<file path="src/rtl/msb_force_pipe_pkg.sv">
// rtl/msb_force_pipe_pkg.sv - shared mode encodings and field-clamp helper for msb_force_pipe
package msb_force_pipe_pkg;

  // Upper-bit rewrite modes carried on in_mode
  typedef enum logic [1:0] {
    MSBF_PASS = 2'b00,
    MSBF_ZERO = 2'b01,
    MSBF_SIGN = 2'b10,
    MSBF_ONES = 2'b11
  } msbf_mode_e;

  // Requested field widths beyond the datapath mean "keep everything"
  function automatic int unsigned msbf_clamp_field(input int unsigned field,
                                                   input int unsigned limit);
    return (field > limit) ? limit : field;
  endfunction

endpackage

</file>
<file path="src/rtl/msbf_skid_buf.sv">
// rtl/msbf_skid_buf.sv - 2-entry valid/ready skid buffer (output register plus one skid register)
module msbf_skid_buf #(
  parameter int W = 17
) (
  input  logic         clk,
  input  logic         reset,
  input  logic         in_valid,
  output logic         in_ready,
  input  logic [W-1:0] in_data,
  output logic         out_valid,
  input  logic         out_ready,
  output logic [W-1:0] out_data
);

  logic         skid_valid;
  logic [W-1:0] skid_data;
  logic         in_fire;
  logic         out_free;

  // in_ready comes straight from a flop so upstream sees no combinational path from out_ready
  assign in_ready = !skid_valid;
  assign in_fire  = in_valid && in_ready;
  // Output register can take a new word when it is empty or being drained this cycle
  assign out_free = !out_valid || out_ready;

  // Output register fed from skid first (oldest beat), else from the input; stalled beats park in skid
  always_ff @(posedge clk) begin
    if (reset) begin
      out_valid  <= 1'b0;
      out_data   <= '0;
      skid_valid <= 1'b0;
      skid_data  <= '0;
    end else if (out_free) begin
      if (skid_valid) begin
        // skid full implies in_ready was low, so no input beat competes here
        out_valid  <= 1'b1;
        out_data   <= skid_data;
        skid_valid <= 1'b0;
      end else if (in_fire) begin
        out_valid <= 1'b1;
        out_data  <= in_data;
      end else begin
        out_valid <= 1'b0;
      end
    end else if (in_fire) begin
      skid_valid <= 1'b1;
      skid_data  <= in_data;
    end
  end

endmodule

</file>
<file path="src/rtl/msb_force_pipe.sv">
// rtl/msb_force_pipe.sv - registered MSB-forcing unit; MSBF_LOST_CNT_EN adds a saturating lost-beat counter
module msb_force_pipe
  import msb_force_pipe_pkg::*;
#(
  parameter  int DATA_W = 16,
  parameter  int CNT_W  = 8,
  localparam int FW_W   = $clog2(DATA_W + 1)
) (
  input  logic              clk,
  input  logic              reset,
  input  logic              in_valid,
  output logic              in_ready,
  input  logic [DATA_W-1:0] in_data,
  input  logic [1:0]        in_mode,
  input  logic [FW_W-1:0]   in_field,
  output logic              out_valid,
  input  logic              out_ready,
  output logic [DATA_W-1:0] out_data,
  output logic              out_lost
`ifdef MSBF_LOST_CNT_EN
  ,
  input  logic              cnt_clr,
  output logic [CNT_W-1:0]  lost_cnt
`endif
);

  logic [FW_W-1:0]   field_c;
  logic [DATA_W-1:0] keep_mask;
  logic              sign_bit;
  logic [DATA_W-1:0] forced_data;
  logic              forced_lost;
  logic [DATA_W:0]   buf_out;

  // Clamp the field, build the keep mask and pick the sign bit in[f-1] without a variable index
  always_comb begin
    field_c   = FW_W'(msbf_clamp_field(32'(in_field), $unsigned(DATA_W)));
    keep_mask = '0;
    sign_bit  = 1'b0;
    for (int i = 0; i < DATA_W; i++) begin
      keep_mask[i] = (FW_W'(i) < field_c);
      if (FW_W'(i + 1) == field_c) begin
        sign_bit = in_data[i];
      end
    end
  end

  // Rewrite the upper bits by mode; SIGN with f=0 has no sign bit and degenerates to ZERO
  always_comb begin
    forced_data = in_data;
    case (msbf_mode_e'(in_mode))
      MSBF_PASS: forced_data = in_data;
      MSBF_ZERO: forced_data = in_data & keep_mask;
      MSBF_SIGN: forced_data = (in_data & keep_mask) | ({DATA_W{sign_bit}} & ~keep_mask);
      MSBF_ONES: forced_data = in_data | ~keep_mask;
      default:   forced_data = in_data;
    endcase
    forced_lost = (forced_data != in_data);
  end

  msbf_skid_buf #(
    .W (DATA_W + 1)
  ) u_skid (
    .clk       (clk),
    .reset     (reset),
    .in_valid  (in_valid),
    .in_ready  (in_ready),
    .in_data   ({forced_lost, forced_data}),
    .out_valid (out_valid),
    .out_ready (out_ready),
    .out_data  (buf_out)
  );

  assign out_data = buf_out[DATA_W-1:0];
  assign out_lost = buf_out[DATA_W];

`ifdef MSBF_LOST_CNT_EN
  // Count lost beats as they leave; clear wins over increment, saturate at all-ones
  always_ff @(posedge clk) begin
    if (reset || cnt_clr) begin
      lost_cnt <= '0;
    end else if (out_valid && out_ready && out_lost && (lost_cnt != '1)) begin
      lost_cnt <= lost_cnt + 1'b1;
    end
  end
`else
  logic unused_cnt_w;
  assign unused_cnt_w = (CNT_W > 0);
`endif

endmodule

</file>
<file path="config.mk">
export PLATFORM = sky130hd
export DESIGN_NAME = msb_force_pipe
export DESIGN_NICKNAME = d
export VERILOG_FILES = /design/src/rtl/msb_force_pipe_pkg.sv /design/src/rtl/msbf_skid_buf.sv /design/src/rtl/msb_force_pipe.sv
export SDC_FILE = /design/constraint.sdc
export NUM_CORES = 1
export LEC_CHECK = 0
export CELL_PAD_IN_SITES_DETAIL_PLACEMENT = 1
export CELL_PAD_IN_SITES_GLOBAL_PLACEMENT = 1
export CORE_AREA = 2 2 82 84
export DETAILED_ROUTE_END_ITERATION = 7
export DIE_AREA = 0 0 84 86
export HOLD_SLACK_MARGIN = 0.05
export MAX_ROUTING_LAYER = met4
export PLACE_DENSITY = 0.82
export SLEW_MARGIN = 40
export SYNTH_ARGS = -nofsm -noshare
export SYNTH_HDL_FRONTEND = slang
export SYNTH_SLANG_ARGS = --single-unit
export TNS_END_PERCENT = 100
</file>
<file path="constraint.sdc">
create_clock -name clk -period 4 [get_ports clk]
set_clock_uncertainty 0.05 [all_clocks]
set_input_delay 0.8 -clock clk [delete_from_list [all_inputs] [get_ports clk]]
set_output_delay 0.8 -clock clk [all_outputs]
set_load 0.03 [all_outputs]
</file>
==> impl_metrics.yaml <==
power_and_ir_drop:
  p_seq_share_pct: 38.4
  p_sw_share_pct: 32.3
  power_density_mw_per_mm2: 322
  irDropWorstVdd_mv: 0.289
  power.share.clock_pct: 31.5
  p_comb_share_pct: 30.1
  p_leak_nw: 1.15
  p_sw_w: 0.000328
  internal-power_w: 0.000688
cts:
  cts_resized: 0
  post-cts-setup-buffers: 0
  hold_buffers: 0
  clockRootBuffer: "clkbuf_8"
  h-tree-depth: 2
  cts_buffers: 5
  cts.sinks: 36
  cts_tree: "built"
  worstSkewPairLatency_ns: 0.29
  cts.path.max_buffers: 2
  clk_pin_slew_worst_paths_ns: 0.08
setup_path:
  cp-start-kind: "primary input"
  crit_start: "in_field[1]"
  crit_arrival_ns: 3.59
  path_max_fanout: 14
  critPathKind: "in2reg"
  end_kind: "register"
  crit-reg2reg-launch: "u_skid.skid_valid"
  cp.required_ns: 4.11
die:
  rows: 29
  die-area_mm2: 0.00722
  core_area_mm2: 0.00628
  start_util_pct: 40.3
  die_y_um: 86
  pin_count: 46
  dieWidth_um: 84
logic_synthesis:
  synth-seq-cells: 36
  syn_nets: 371
  synth.area.top_cells: "dfxtp_1 28%, a21oi_1 6.5%, nand2_1 6.4%"
  ys.flop_type: "dfxtp_1"
  avgSynthCellArea_um2: 7.36
  ys_seq_area_share_pct: 28.5
  postSynth.asyncResetShare_pct: 0
  yosysTopAreaCellShare_pct: 28.5
  synth_edf_count: 0
  yosysUniqueCellTypes: 53
  netlist_instances: 344
  netlist_area_mm2: 0.00253
  yosysTopAreaCell: "dfxtp_1"
  synth_warnings: 0
sta:
  period_needed_ns: 3.48
  setup_violations: 0
  max_freq_mhz: 288
  hold_viol: 0
  slew-limit-headroom_pct: 48.0
  drv_slew: 0
  worst_pin_slew_ns: 0.775
  rsz0062_at_grt: "no"
  fin_tns_setup_ns: 0
  final.period_utilization_pct: 86.9
min_path:
  hold_class: "reg2reg"
  hold_start: "u_skid.out_data[1]"
layout:
  drive_above_1_share_pct: 9.11
  synthToLayoutAreaGrowth_pct: 24.6
  final_core_util_pct: 50.2
  layout_commonest_cell: "clkdlybuf4s50_1"
  multi_input_area_mm2: 0.00161
  antennaDiodeCount: 0
  regArea_um2: 721
  final_cell_mix: "45 x clkdlybuf4s50_1, 43 x nand2_1, 36 x dfxtp_1"
  final_nets: 410
  final_area_mm2: 0.00315
  nFillCells: 796
detailed_routing:
  first_pass_iters: 4
  wl_um: 8960
  wl_met2_um: 4420
  drcViolationCount: 0
  dr_total_vias: 2832
  ant_nets: 0
  dr.first_iter.drc_count: 137
  dr.max_layer_used: "met4"
  wire_per_inst_um: 19.4
  met1_length_um: 4010
  viasPerCell: 6.14
  dr_wl_met3_um: 450
grt:
  grt_max_degree: 39
  grt_use_total_pct: 25.9
  grt_pass1_vias: 2783
  grt_overflow: 0
  antenna_found_initial: 0
  grt_pass1_wl_um: 14700
run_status:
  outcome: "finished clean"
place:
  place_congestion: 0.958
  place_hpwl_um: 6570
  portBuffers: 45
  placed_cell_area_mm2: 0.00305
run:
  drv_cap: 0
power by group through the flow:
stage | Combinational, W | Sequential (W) | Clock, W
final | 0.000306 | 0.000391 | 0.000320
after global placement | 0.000295 | 0.000398 | 0
after global routing | 0.000331 | 0.000393 | 0.000343
after CTS | 0.000304 | 0.000391 | 0.000326
after floorplan | 0.000162 | 0.000423 | 0
after detailed placement | 0.000301 | 0.000399 | 0
synth_stat cells, types with 5 or more instances:
cell type	n
nand2_1	43
dfxtp_1	36
a21oi_1	33
nor2_1	29
o21ai_0	28
clkbuf_1	19
a211oi_1	16
inv_1	13
a21o_1	12
nor3_1	9
a22oi_1	8
o31ai_1	8
a31oi_1	7
nand3_1	7
nor2b_1	6
buf_4	5
o21a_1	5
layer usage:
metal	vias up	track usage (%)
li1	1357	-
met1	1399	33.1
met2	67	44.7
met3	9	3.66
met4	0	4.25
met5	-	-
flip-flops by register name, indices dropped and copies added (netlist names):
name               cells
u_skid.out_valid       1
u_skid.skid_valid      1
u_skid.skid_data      17
u_skid.out_data       17
worst max-delay path: stages:
cell	delay, ns
clkdlybuf4s50_1	0.75
nand2_1	0.13
buf_4	0.19
a31o_2	0.28
a221oi_1	0.38
nand3_1	0.19
a31oi_1	0.21
o21ai_0	0.18
a2111oi_4	0.34
a211oi_1	0.13
path summary, 6_finish.rpt:
check,endpoint,slack [ns],cells past startpoint
max,u_skid.skid_data[16],0.52,10
min,u_skid.out_data[1],0.41,2
max reg2reg,u_skid.skid_data[16],1.50,6
min reg2reg,u_skid.out_data[1],0.41,2
layout make-up:
class | count | share of cell area (%)
multi-input combinational | 266 | 51.1
sequential | 36 | 22.8
timing repair buffer | 61 | 18.1
tap | 77 | 3.05
clock buffer | 6 | 2.30
inverter | 13 | 1.55
clock inverter | 2 | 1.11
cell families after synthesis:
kind of cell           Yosys count  synth area share, %
buffers and inverters           42                 7.95
multiplexers                     3                 1.38
AO/OA/AOI/OAI                  149                 40.8
AND/OR/NAND/NOR                114                 21.4
flip-flops                      36                 28.5
metrics by stage:
stage | total power, W | hold WS (ns) | setup WS [ns] | instances
after floorplan | 0.000585 | 0.386 | 1.32 | 344
after global placement | 0.000692 | 0.394 | 0.375 | 453
after detailed placement | 0.000700 | 0.397 | 0.322 | 453
after CTS | 0.00102 | 0.417 | 0.589 | 461
after global routing | 0.00107 | 0.440 | 0.330 | 461
final | 0.00102 | 0.410 | 0.525 | 461
Power figures use the tool's default switching activity.
